### src/rtl/store_unit.sv
// Store unit: lane-aligns SB/SH/SW/SD stores into memory write beats.
// Define STORE_UNIT_MISALIGN_SPLIT_EN to split word-crossing stores into two beats.
module store_unit #(
  parameter int XLEN   = 32,
  parameter int ADDR_W = 32
) (
  input  logic              clk,
  input  logic              rst_n,
  input  logic              req_valid,
  output logic              req_ready,
  input  logic [2:0]        funct3,
  input  logic [ADDR_W-1:0] addr,
  input  logic [XLEN-1:0]   wdata,
  output logic              mem_valid,
  input  logic              mem_ready,
  output logic [ADDR_W-1:0] mem_addr,
  output logic [XLEN/8-1:0] mem_be,
  output logic [XLEN-1:0]   mem_wdata,
  output logic              done,
  output logic              err
);

  localparam int NB = XLEN / 8;
  localparam int OW = $clog2(NB);
  localparam int MW = 2 * NB;

  typedef enum logic [1:0] {
    IDLE,
    BEAT0,
    BEAT1,
    RESP
  } state_t;

  state_t state_q, state_d;

  logic [ADDR_W-1:0] addr_q;
  logic [2:0]        f3_q;
  logic [XLEN-1:0]   wdata_q;

  logic [OW-1:0]     off;
  logic [MW-1:0]     ones;
  logic [ADDR_W-1:0] base;
  logic [NB-1:0]     m_lo;
  logic [XLEN-1:0]   d_lo;
  logic              req_bad;
  logic              resp_bad;

  function automatic logic bad_size(input logic [2:0] f);
    return f[2] || (XLEN == 32 && f[1:0] == 2'b11);
  endfunction

  function automatic logic [XLEN-1:0] lanes(
    input logic [XLEN-1:0] d,
    input logic [NB-1:0]   be
  );
    logic [XLEN-1:0] r;
    r = '0;
    for (int i = 0; i < NB; i++)
      r[8*i +: 8] = be[i] ? d[8*i +: 8] : 8'h00;
    return r;
  endfunction

  assign off  = addr_q[OW-1:0];
  assign base = {addr_q[ADDR_W-1:OW], {OW{1'b0}}};

  always_comb begin
    ones = '0;
    unique case (1'b1)
      f3_q[1:0] == 2'b00: ones = MW'(1);
      f3_q[1:0] == 2'b01: ones = MW'(3);
      f3_q[1:0] == 2'b10: ones = MW'(15);
      f3_q[1:0] == 2'b11: ones = MW'(255);
    endcase
  end

`ifdef STORE_UNIT_MISALIGN_SPLIT_EN
  logic [MW-1:0]     m_full;
  logic [2*XLEN-1:0] d_full;
  logic [NB-1:0]     m_hi;
  logic [XLEN-1:0]   d_hi;

  assign m_full   = ones << off;
  assign d_full   = {{XLEN{1'b0}}, wdata_q} << {off, 3'b000};
  assign m_lo     = m_full[NB-1:0];
  assign m_hi     = m_full[MW-1:NB];
  assign d_lo     = d_full[XLEN-1:0];
  assign d_hi     = d_full[2*XLEN-1:XLEN];
  assign req_bad  = bad_size(funct3);
  assign resp_bad = bad_size(f3_q);
`else
  function automatic logic misal(
    input logic [1:0]    sz,
    input logic [OW-1:0] o
  );
    logic [OW-1:0] am;
    unique case (sz)
      2'b00:   am = '0;
      2'b01:   am = OW'(1);
      2'b10:   am = OW'(3);
      default: am = OW'(7);
    endcase
    return (o & am) != '0;
  endfunction

  assign m_lo     = NB'(ones << off);
  assign d_lo     = wdata_q << {off, 3'b000};
  assign req_bad  = bad_size(funct3) || misal(funct3[1:0], addr[OW-1:0]);
  assign resp_bad = bad_size(f3_q) || misal(f3_q[1:0], off);
`endif

  always_ff @(posedge clk or negedge rst_n) begin
    if (!rst_n) begin
      state_q <= IDLE;
      addr_q  <= '0;
      f3_q    <= '0;
      wdata_q <= '0;
    end else begin
      state_q <= state_d;
      if (req_valid && req_ready) begin
        addr_q  <= addr;
        f3_q    <= funct3;
        wdata_q <= wdata;
      end
    end
  end

  // Beat outputs come only from captured state, so they hold while stalled.
  always_comb begin
    state_d   = state_q;
    req_ready = 1'b0;
    mem_valid = 1'b0;
    mem_addr  = '0;
    mem_be    = '0;
    mem_wdata = '0;
    done      = 1'b0;
    err       = 1'b0;
    unique case (state_q)
      IDLE: begin
        req_ready = 1'b1;
        if (req_valid)
          state_d = req_bad ? RESP : BEAT0;
      end
      BEAT0: begin
        mem_valid = 1'b1;
        mem_addr  = base;
        mem_be    = m_lo;
        mem_wdata = lanes(d_lo, m_lo);
        if (mem_ready) begin
`ifdef STORE_UNIT_MISALIGN_SPLIT_EN
          state_d = (|m_hi) ? BEAT1 : RESP;
`else
          state_d = RESP;
`endif
        end
      end
`ifdef STORE_UNIT_MISALIGN_SPLIT_EN
      BEAT1: begin
        mem_valid = 1'b1;
        mem_addr  = base + ADDR_W'(NB);
        mem_be    = m_hi;
        mem_wdata = lanes(d_hi, m_hi);
        if (mem_ready)
          state_d = RESP;
      end
`endif
      RESP: begin
        done    = ~resp_bad;
        err     = resp_bad;
        state_d = IDLE;
      end
      default: state_d = IDLE;
    endcase
  end

endmodule

### config.mk
export PLATFORM = sky130hd
export DESIGN_NAME = store_unit
export DESIGN_NICKNAME = d
export VERILOG_FILES = /design/src/rtl/store_unit.sv
export SDC_FILE = /design/constraint.sdc
export NUM_CORES = 1
export LEC_CHECK = 0
export ABC_CLOCK_PERIOD_IN_PS = 3400
export CORE_MARGIN = 2
export CORE_UTILIZATION = 47
export CTS_CLUSTER_DIAMETER = 40
export DETAILED_ROUTE_END_ITERATION = 8
export MAX_ROUTING_LAYER = met4
export PLACE_DENSITY = 0.89
export SLEW_MARGIN = 20
export SYNTH_ARGS = -nofsm -noshare
export SYNTH_HDL_FRONTEND = slang
export SYNTH_SLANG_ARGS = --single-unit
### constraint.sdc
create_clock -name clk -period 3.4 [get_ports clk]
set_clock_uncertainty 0.05 [all_clocks]
set_input_delay 0.51 -clock clk [delete_from_list [all_inputs] [get_ports clk]]
set_output_delay 0.51 -clock clk [all_outputs]
set_load 0.02 [all_outputs]
==> metrics.txt <==
Hold WC Path Type=in -> async; # IOs=~140; DR WL met3=around 300 um; initial antenna violation count=0; Yosys cell types=31; Routed WL=between 8000 and 9000 um; GR Overflow Total=0; count leader, synth=dfrtp_1; fin cells=approximately 520; ratio of final minimum period to clock period=0.921; R2R cell count=3; Async SR Flop Fraction=1.00; worst skew pair latency=approximately 0.33 ns; PwrDens=between 900 and 1000 nW/um^2; RR Startpoint=state_q[0]$_DFFE_PN0P_; share of the synthesized area in the top cell type=0.488; Clk pin slew, worst setup/hold paths=about 0.070 ns; post-CTS setup buffers=0; Synth Area in Simple Gates=0.120; crit path time final=3.13 ns; detailed placement HPWL=between 6000 and 7000 um; setup TNS=0 ns; Via-to-Cell Ratio=around 5; total number of vias=~2600; Final WS setup=about 0.27 ns; maximum fanout along the worst path=15; critical path data required time=around 2.8 ns; adder-cell share of the synthesized area=0; number of flops mapped to enable cells by yosys=0; final setup fails=0; max_cap viols=0; WL met1=about 3700 um; H-Tree Depth=3; Max Slew Vio Count=0; reg2reg end=wdata_q[18]$_DFFE_PN0P_; antenna diode count=0; Flop pwr share=0.308; gpl congestion=0.794; cts repair resizes=0; switch share=0.370; Worst Setup Path Type=reg -> out; effective utilization at floorplan=0.487; worst slack, placed=around 0.65 ns; P_sw=approximately 0.0019 W; core area=7250 sq um; Main synth FF type=dfrtp_1; Post-DRT Antenna Nets=0; Port Buffers=140; first-pass GRT wire length=around 14000 um; Leak=between 2 and 2.5 nW; DP Cell Count=between 500 and 600; fin nets=roughly 500; Int Pwr=~0.0033 W; largest net degree at the start of global routing=between 50 and 60; peak supply drop=between 400 and 500 uV; Final Hold Viols=0; gr usage total=0.230; top cell type by total area after synthesis=dfrtp_1; vias in the first global route=~2800; Worst setup SP type=register; Synth Area in Compound Gates=0.0177; hold_buf cts=0; slew margin rel.=0.420; layout cell share with drive strength beyond 1=0.240; Fill cells=~530; 1st-iter DRT viols=75; row count=31; Die Wd=90.7 um; post-synthesis register bit count=69; DRC errors left=0; DRT Pass-1 Iters=4; Post-Synth XOR/XNOR Area=0; Area contributors post-synth=dfrtp_1 (49%), mux2_2 (21%), and2_1 (6.7%), mux2i_1 (4.5%), mux4_2 (3.8%); Slew @ Worst Pin=0.870 ns; metal2 WL=approximately 4700 um; post-synthesis mux area share=0.337; Top Layer Used=met4; Clock Sinks=~70; Avg WL per Cell=~17 um; largest family of logic cells by synthesized area=multiplexers; outcome=finished, final reports clean; top achievable clock speed=between 0.3 and 0.4 GHz; FF-to-FF setup slack=between 1.5 and 2 ns; synthesized area=3530 sq um; die height=just over 90 um; Setup crit end kind=output pin; RSZ-0062 raised after global routing=false; Seq/Total Area, Yosys=0.488; Syn. warnings=0; combinational power share=0.547; clock share of power=0.145; total CTS buffers=9; Synth Instances=274; CTS tree=yes; CTS root buffer=clkbuf_8; Crit path arrival time=approximately 2.6 ns; Post-synth top cells=dfrtp_1 (69), mux2_2 (67), and2_1 (38), nor2_1 (18), mux2i_1 (16); Mean Syn Cell Area=around 13 sq um; clk buf depth=2; area grow syn2layout=48.4%; die area=a little over 8000 sq um
sequential cells by signal (all words and copies together), names as in the netlist:
register and count:
addr_q 32, wdata_q 32, state_q 2, f3_q 3
cells in the final DEF, fill, tap and decap left out, types with 3 or more instances in the layout:
master,synthesis,routed
clkdlybuf4s50_1,0,139
dfrtp_1,69,69
mux2_2,67,67
and2_1,38,38
nor2_1,18,18
mux2i_1,16,16
clkbuf_8,0,11
nor2b_1,8,8
mux2_1,8,8
mux4_2,6,6
buf_4,6,6
inv_1,4,4
nand2_1,3,3
per-layer routing:
layer,up-vias,track usage
met4,0,0.0833
met1,1297,0.274
met3,9,0.0342
li1,1232,-
met5,-,-
met2,70,0.396
metrics by stage:
stage / total power (W) / hold slack, ns / util / cell area, sq um
5_1_grt: 0.00550 / 0.292 / 0.723 / 5250
6_report: 0.00519 / 0.232 / 0.723 / 5250
3_5_place_dp: 0.00447 / 0.430 / 0.692 / 5020
2_1_floorplan: 0.00335 / 0.164 / - / 3540
4_1_cts: 0.00524 / 0.255 / 0.723 / 5250
3_3_place_gp: 0.00436 / 0.422 / 0.692 / 5020
area by class of cell:
class | instances | area, sq um | share of cell area
sequential | 69 | 1730 | 0.329
multi-input combinational | 184 | 1690 | 0.323
timing repair buffer | 147 | 1460 | 0.279
clock buffer | 12 | 155 | 0.0296
tap | 99 | 124 | 0.0236
clock inverter | 4 | 70.1 | 0.0134
inverter | 4 | 15.0 | 0.00286
power groups by stage:
stage | registers [W] | clock network, W | logic, W
3_3_place_gp | 0.00157 | 0 | 0.00279
5_1_grt | 0.00166 | 0.000819 | 0.00302
2_1_floorplan | 0.00145 | 0 | 0.00190
4_1_cts | 0.00160 | 0.000771 | 0.00287
6_report | 0.00160 | 0.000752 | 0.00284
3_5_place_dp | 0.00161 | 0 | 0.00286
logic make-up (layout without fill, tap and decap cells):
kind of cell	after synthesis	in the layout
mux	99	99
simple gates	75	75
buf+inv	22	167
compound gates	8	8
other cells	1	2
flops	69	69
worst max-delay path by stage:
| stage | from | to | slack (ns) | depth (start not counted) |
|---|---|---|---|---|
| finish | addr_q[0]$_DFFE_PN0P_ | mem_wdata[22] | 0.27 | 5 |
| detailed placement | addr_q[0]$_DFFE_PN0P_ | mem_wdata[22] | 0.65 | 5 |
| global route | addr_q[0]$_DFFE_PN0P_ | mem_wdata[22] | 0.13 | 5 |
| global placement | addr_q[1]$_DFFE_PN0P_ | mem_wdata[14] | 0.78 | 3 |
| CTS | addr_q[0]$_DFFE_PN0P_ | mem_wdata[22] | 0.23 | 5 |
| floorplan | addr_q[0]$_DFFE_PN0P_ | mem_wdata[0] | 1.44 | 3 |
critical path, cell delays in order (launching register included):
cell and delay (ns):
dfrtp_1 0.53, buf_4 0.31, a21o_1 0.18, o211ai_2 0.25, nor2_1 0.29, clkdlybuf4s50_1 0.67
(Power assumes the default switching activity.)
